### src/rtl/board_pkg.sv
// Board geometry, cell type and the flat-bus cell index used by the gravity stage.
// Shared by the column compactor and the refresh top; no logic of its own.
package board_pkg;

  localparam int ROWS = 8;
  localparam int COLS = 8;
  localparam int CW   = 3;
  localparam int BW   = ROWS * COLS * CW;
  // Wide enough to hold 0..ROWS inclusive.
  localparam int RW   = $clog2(ROWS) + 1;

  typedef logic [CW-1:0] cell_t;

  localparam cell_t EMPTY = '0;

  function automatic int cell_idx(input int r, input int c);
    return (r * COLS + c) * CW;
  endfunction

endpackage

### src/rtl/column_compact.sv
// Drops the non-empty cells of one column to the bottom, preserving their order.
// Purely combinational, no backpressure; also reports whether anything moved and the empty count.
module column_compact
  import board_pkg::*;
(
  input  cell_t [ROWS-1:0] col_in,
  output cell_t [ROWS-1:0] col_out,
  output logic             col_changed,
  output logic [RW-1:0]    col_empty
);

  logic [RW-1:0] below;

  // A source cell lands at the slot equal to the number of gems beneath it.
  always_comb begin
    col_out = '0;
    below   = '0;
    for (int r = ROWS - 1; r >= 0; r--) begin
      if (col_in[r] != EMPTY) begin
        for (int d = 0; d < ROWS; d++) begin
          if (RW'(ROWS - 1 - d) == below) begin
            col_out[d] = col_in[r];
          end
        end
        below = below + 1'b1;
      end
    end
  end

  assign col_changed = (col_out != col_in);
  assign col_empty   = RW'(ROWS) - below;

endmodule

### src/rtl/refresh.sv
// Gravity stage: compacts every column of the board in one pass and registers the result.
// Latency 1 cycle, accepts a board every cycle, no backpressure.
module refresh
  import board_pkg::*;
(
  input  logic          clk,
  input  logic          rst_n,
  input  logic [BW-1:0] board,
  output logic [BW-1:0] new_board,
  output logic          changed,
  output logic [6:0]    empty_cnt
);

  cell_t [ROWS-1:0] col_in  [COLS];
  cell_t [ROWS-1:0] col_out [COLS];
  logic  [COLS-1:0] col_changed;
  logic  [RW-1:0]   col_empty [COLS];

  logic [BW-1:0] board_nxt;
  logic [6:0]    empty_sum;

  for (genvar c = 0; c < COLS; c++) begin : g_col
    for (genvar r = 0; r < ROWS; r++) begin : g_row
      assign col_in[c][r]                     = board[cell_idx(r, c) +: CW];
      assign board_nxt[cell_idx(r, c) +: CW]  = col_out[c][r];
    end

    column_compact u_col (
      .col_in      (col_in[c]),
      .col_out     (col_out[c]),
      .col_changed (col_changed[c]),
      .col_empty   (col_empty[c])
    );
  end

  always_comb begin
    empty_sum = '0;
    for (int c = 0; c < COLS; c++) begin
      empty_sum = empty_sum + 7'(col_empty[c]);
    end
  end

  always_ff @(posedge clk) begin
    if (!rst_n) begin
      new_board <= '0;
      changed   <= 1'b0;
      empty_cnt <= '0;
    end else begin
      new_board <= board_nxt;
      changed   <= |col_changed;
      empty_cnt <= empty_sum;
    end
  end

endmodule

### config.mk
export PLATFORM = sky130hd
export DESIGN_NAME = refresh
export DESIGN_NICKNAME = d
export VERILOG_FILES = /design/src/rtl/board_pkg.sv /design/src/rtl/column_compact.sv /design/src/rtl/refresh.sv
export SDC_FILE = /design/constraint.sdc
export NUM_CORES = 1
export LEC_CHECK = 0
export ABC_AREA = 1
export BUFFER_PORTS_ARGS = -buffer_cell sky130_fd_sc_hd__buf_2
export CAP_MARGIN = 30
export CORE_ASPECT_RATIO = 1.1
export CORE_MARGIN = 2
export CORE_UTILIZATION = 32
export DETAILED_ROUTE_END_ITERATION = 8
export GPL_TIMING_DRIVEN = 0
export PLACE_DENSITY = 0.54
export RECOVER_POWER = 100
export SYNTH_ARGS = -nofsm -noshare
export SYNTH_HDL_FRONTEND = slang
export SYNTH_SLANG_ARGS = --single-unit
### constraint.sdc
create_clock -name clk -period 9.23 [get_ports clk]
set_clock_uncertainty 0.2 [all_clocks]
set_input_delay 1.846 -clock clk [delete_from_list [all_inputs] [get_ports clk]]
set_output_delay 1.846 -clock clk [all_outputs]
set_load 0.005 [all_outputs]
Yosys cells after proc, flatten, opt, wreduce, memory -nomap -nowiden. Index checks and enable logic that the tools add are counted.

Add/subtract/negate cells: 71. $mul: 0. Divide/modulo/power cells: 0. $lt $le $gt $ge: 0. Eq/ne operators: 400. Shift-type cells: 0. Mux-type cells: 576. Bitwise operators: 0. Reduce and logical (&&, ||, !) cells: 121.

Operators with widths (number): 3-bit 2-to-1 mux (456); 24-bit 2-to-1 mux (56); 3-bit by 4-bit equality test with 1-bit output (first input constant) (192); 2-bit by 4-bit equality test with 1-bit output (first input constant) (96); 4-bit logical NOT (56); 4-bit 2-to-1 mux (56); 4-bit by 1-bit adder with 4-bit output (second input constant) (48); 1-bit by 4-bit equality test with 1-bit output (first input constant) (48); 24-bit inequality test (8); 3-bit nonzero test (64); 3-bit by 1-bit equality test with 1-bit output (first input constant) (32); 2-bit by 1-bit equality test with 1-bit output (first input constant) (16); 4-bit subtractor (first input constant) (8); 7-bit by 4-bit adder with 7-bit output (4); 1-bit by 1-bit adder with 2-bit output (second input constant) (8); 1-bit equality test (first input constant) (8); 1-bit 2-to-1 mux (8); 8-bit OR reduction (1); 6-bit by 4-bit adder with 7-bit output (1); 5-bit by 4-bit adder with 6-bit output (1); 4-bit by 4-bit adder with 5-bit output (1).

Register bits after elaboration: 200. Latch bits: 0. RAM bits: 0. ROM bits: 0. Bits of input ports: 194. Output and inout port bits: 200. Word-level logic and storage cells: 1171. Memories: 0.

Depth between registers and ports, before layout.
Depth in word-level cells: 24. Gate-level depth with buffers: 41. Depth with buffers taken out: 41.

Cells and area by module. From an unflattened synthesis, not the netlist that was laid out.

Cell total of the unflattened synthesis: 6017. Area total of the unflattened synthesis: 32872.8 µm².

Modules (own cells, without submodules): column_compact at g_col[5].u_col ... (times used 3, cells each 673, area an instance 3243.1 µm², sequential area each 0.0 µm²); column_compact at g_col[0].u_col ... (times used 2, cells each 658, area an instance 3379.5 µm², sequential area each 0.0 µm²); refresh (times used 1, cells each 701, area an instance 6451.2 µm², sequential area each 4003.8 µm²); column_compact at g_col[4].u_col (times used 1, cells each 671, area an instance 3408.3 µm², sequential area each 0.0 µm²); column_compact at g_col[3].u_col (times used 1, cells each 657, area an instance 3363.2 µm², sequential area each 0.0 µm²); column_compact at g_col[2].u_col (times used 1, cells each 653, area an instance 3161.8 µm², sequential area each 0.0 µm²).

Worst setup path after synthesis. OpenSTA, ideal clock, no wires.

Path type: in2reg. Start point: input board[151]. End point: register empty_cnt[5]. Setup time: 0.070 ns. Arrival time: 9.362 ns. Required time: 8.960 ns. Setup slack: -0.402 ns. Stages: 39. Buffers on the path: 0. Cells stage by stage: nor3_1 -> inv_1 -> ha_1 -> inv_1 -> nand3_1 -> nand2_1 -> inv_1 -> ha_1 -> nand2_1 -> nand2_1 -> ha_1 -> or2_2 -> nand2_1 -> inv_1 -> ha_1 -> nand2_1 -> nand2_1 -> ha_1 -> (+3 left out) -> inv_1 -> nor2_1 -> xor2_1 -> xor2_1 -> xor2_1 -> nor3_1 -> xor2_1 -> fa_1 -> fa_1 -> fa_1 -> fa_1 -> inv_1 -> ha_1 -> a21oi_1 -> nor2_1 -> nor2_1 -> o21ai_0 -> a21oi_1.

Longest elaborated chain between the ends: 21.

Ends and longest elaborated chain: from (decl) (RTL line refresh.sv:8) `input logic [BW-1:0] board,`; 3-bit nonzero test (*) (RTL line column_compact.sv:19) `if (col_in[r] != EMPTY) begin`; 4-bit 2-to-1 mux (*) (RTL line column_compact.sv:19); 4-bit by 1-bit adder with 4-bit output (RTL line column_compact.sv:25) `below = below + 1'b1;`; 4-bit 2-to-1 mux (*) (RTL line column_compact.sv:19); 4-bit by 1-bit adder with 4-bit output (RTL line column_compact.sv:25); 4-bit 2-to-1 mux (*) (RTL line column_compact.sv:19); 4-bit by 1-bit adder with 4-bit output (RTL line column_compact.sv:25); 4-bit 2-to-1 mux (*) (RTL line column_compact.sv:19); (+2 left out); 4-bit by 1-bit adder with 4-bit output (RTL line column_compact.sv:25); 4-bit 2-to-1 mux (*) (RTL line column_compact.sv:19); 4-bit by 1-bit adder with 4-bit output (RTL line column_compact.sv:25); 4-bit 2-to-1 mux (*) (RTL line column_compact.sv:19); 4-bit subtractor (*) (RTL line column_compact.sv:31) `assign col_empty = RW'(ROWS) - below;`; 5-bit by 4-bit adder with 6-bit output (*) (RTL line refresh.sv:39) `empty_sum = empty_sum + 7'(col_empty[c]);`; 6-bit by 4-bit adder with 7-bit output (*) (RTL line refresh.sv:39); 7-bit by 4-bit adder with 7-bit output (*) (4 in a row) (RTL line refresh.sv:39); to (signal assigned) (RTL line refresh.sv:51) `empty_cnt <= empty_sum;`; to (decl) (RTL line refresh.sv:11) `output logic [6:0] empty_cnt`.

Every way passes the cells marked *; elsewhere a longest branch is shown, timed or not. A chain may end at the register's enable or synchronous reset.

Worst setup path in the final report.
Start point: input board[160]. End point: register empty_cnt[5].

Longest elaborated chain between the ends: 18.

Ends and longest elaborated chain (RTL line): 3-bit nonzero test (*) (column_compact.sv:19); 4-bit 2-to-1 mux (*) (column_compact.sv:19); 4-bit by 1-bit adder with 4-bit output (column_compact.sv:25); 4-bit 2-to-1 mux (*) (column_compact.sv:19); 4-bit by 1-bit adder with 4-bit output (column_compact.sv:25); 4-bit 2-to-1 mux (*) (column_compact.sv:19); 4-bit by 1-bit adder with 4-bit output (column_compact.sv:25); 4-bit 2-to-1 mux (*) (column_compact.sv:19); 4-bit by 1-bit adder with 4-bit output (column_compact.sv:25); 4-bit 2-to-1 mux (*) (column_compact.sv:19); 4-bit by 1-bit adder with 4-bit output (column_compact.sv:25); 4-bit 2-to-1 mux (*) (column_compact.sv:19); 4-bit by 1-bit adder with 4-bit output (column_compact.sv:25); 4-bit 2-to-1 mux (*) (column_compact.sv:19); 4-bit subtractor (*) (column_compact.sv:31); 7-bit by 4-bit adder with 7-bit output (*) (3 in a row) (refresh.sv:39).

Marks and branches as above.

==> impl_metrics.toml <==
[detailed_routing]
wl_per_cell_um = 19.76
drc = 0
drt_wl_total_um = 147500
vias = 39720
vias_per_cell = 5.323
ant_nets = 0
firstDrtPassIters = 7
drt_iter0_markers = 3942

[logic_synthesis]
netlist_area_um2 = 31390
async_flop_share = 0
syn_nets = 6152
synth-edff-count = 0
ys_seq_area_frac = 0.1276
synth_cells = 5728
syn_area_per_cell_um2 = 5.480
ys_types = 52
synth-main-ff-cell = "dfxtp_1"
ys_seq_elements = 200
synth_warnings = 0

[pwr]
total_leakage_power_nw = 19.15
power_mw = 10.75
power_density_nw_per_um2 = 294.6
irDropWorstVdd_mv = 0.9069

[global_route]
grt_pass1_wl_um = 218600
antenna_found_initial = 26
track_usage = 0.2820
grt_pass1_vias = 36270
grt_max_degree = 25
overflow = 0

[floorplan]
num_rows = 120
die_w_um = 302.6
num_io_pins = 394
coreArea_um2 = 97290
initial_utilization = 0.3226
fp.dieH_um = 332.5
fp.dieArea_um2 = 100600

[timing]
timing.final.crit_share = 0.9711
setup_tns_ns = 0
finalHoldViolations = 0
maxSlewViolCount = 0
setup_ws_ns = 0.2670
fmax_mhz = 111.6
tightest_slew_ns = 1.089
setup-violations-final = 0
hold_ws_ns = 1.385
min_period_ns = 8.963
rsz0062_at_grt = "true"
slew_headroom = 0.2737

[place]
hpwlAfterDp_um = 120400
place_ws_ns = -1.569
port-buffer-count = 354
place_area_um2 = 34980
gp_congestion = 1.002

[finish]
drive_gt1_frac = 0.1253
most-common-layout-cells = "1882 x nand2_1, 969 x nand3_1, 608 x inv_1"
area_growth_syn_to_layout_pct = 16.29
final_common_cell = "nand2_1"
finalNetCount = 6580
design_area_um2 = 36510

[clock_tree]
clockBufferDepth = 2
cts_buffers = 17
clkTransAtPathRegs_ns = 0.09
cts_htree_levels = 4
hold_buffers = 0
root_buffer = "clkbuf_16"
cts_tree = "done"
clock-sinks = 200

[hold_path]
worst_hold_path_type = "input pin to flip-flop"

[outcome]
status = "complete, no violations"

[worst_setup_path]
worstPathArrival_ns = 9.19
timing.critical_path.mode_cell = "inv_1"
cp_slowest_stage_delay_ns = 0.57
crit_type = "input pin to flip-flop"
required_ns = 9.46
crit_path_start_kind = "input pin"
path_max_fanout = 5
critPathSlowestCell = "fa_2"
setup.worst_path.end_class = "flip-flop"

[run]
drv_cap = 0
## final timing paths
path | from | end | slack, ns | cells past startpoint
worst max-delay path | board[160] | empty_cnt[5]$_SDFF_PN0_ | 0.27 | 41
worst min-delay path | rst_n | empty_cnt[0]$_SDFF_PN0_ | 1.39 | 3
## through the flow
stage / utilization / std cells
after global routing: 0.3750 / 7454
after floorplan: - / 5728
after CTS: 0.3708 / 7417
after detailed placement: 0.3595 / 7375
after global placement: 0.3575 / 7363
final: 0.3752 / 7461
## Yosys cell counts (4+ instances only)
master	number	area, um2
nand2_1	1918	7199
nand3_1	981	4910
inv_1	620	2327
nor2_1	402	1509
o21ai_0	366	1832
a21oi_1	211	1056
ha_1	207	2590
dfxtp_1	200	4004
nand4_1	175	1095
clkbuf_1	69	259.0
inv_2	69	259.0
nand2_2	57	356.6
o211ai_1	50	375.4
nor3_1	49	245.2
buf_2	47	235.2
nand3_2	37	370.4
xor2_1	32	280.3
nand2_4	24	270.3
o22ai_1	24	150.1
fa_1	23	460.4
nor2_2	23	143.9
buf_4	12	90.09
buf_6	12	135.1
nand3b_1	12	90.09
xnor2_1	12	105.1
nor2_4	11	123.9
or2_2	11	68.82
nand3_4	9	157.7
a211oi_1	8	60.06
o21ai_1	5	25.02
o21ai_4	5	81.33
a22oi_1	4	30.03
clkinv_1	4	15.01
xor2_4	4	110.1
## where the power goes
part	leakage (nW)	internal [mW]	switching, mW
registers	1.65	1.13	0.103
logic	17.2	3.29	5.34
clock network	0.312	0.383	0.500
## critical path: cells and delay by family
| kind | cells | cell delay [ns] |
|---|---|---|
| AOI/OAI and AO/OA | 3 | 0.35 |
| adders and majority gates | 11 | 3.76 |
| buffers and inverters | 12 | 1.01 |
| and+or+nand+nor | 14 | 1.95 |
| xor gates and xnor gates | 1 | 0.26 |
## per-layer routing
layer | global-route usage | vias to the layer above | share of wire
li1 | - | 19640 | -
met1 | 0.3643 | 18160 | 0.42
met2 | 0.4597 | 1633 | 0.45
met3 | 0.05311 | 265 | 0.083
met4 | 0.1107 | 18 | 0.041
met5 | 0 | - | 0.00071
## sequential cells by signal, summed over array words and instances, names as in the netlist
register	cells
changed	1
new_board	192
empty_cnt	7
## repair_timing
item / CTS / global route
pin swaps: 23 / 43
gates resized for setup: 83 / 78
setup endpoints to repair: 6 / 4
setup buffers: 10 / 30
endpoints found under the hold margin: 0 / 0
## logic make-up (layout without fill, tap and decap cells)
| group | Yosys count | count (layout) | synth area share |
|---|---|---|---|
| AND/OR/NAND/NOR | 3718 | 3718 | 0.5311 |
| buffers and inverters | 839 | 1280 | 0.1067 |
| AO/OA/AOI/OAI | 690 | 690 | 0.1201 |
| other | 0 | 11 | 0 |
| XOR/XNOR | 51 | 51 | 0.01734 |
| flip-flops | 200 | 200 | 0.1276 |
| adder cells (fa/ha/maj) | 230 | 230 | 0.09718 |
## cell type report
class                   instances  area (um2)
well taps                    1281        1603
diodes                         11       27.53
plain buffers                 142       735.7
inverters                     696        2621
clock inverters                15       220.2
clock buffers                  17       425.4
flip-flops and latches        200        4004
repair buffers                410        2147
multi-input cells            4689       24720
fillers                     11130       60790
No activity file was read; power rests on OpenSTA's default activity.
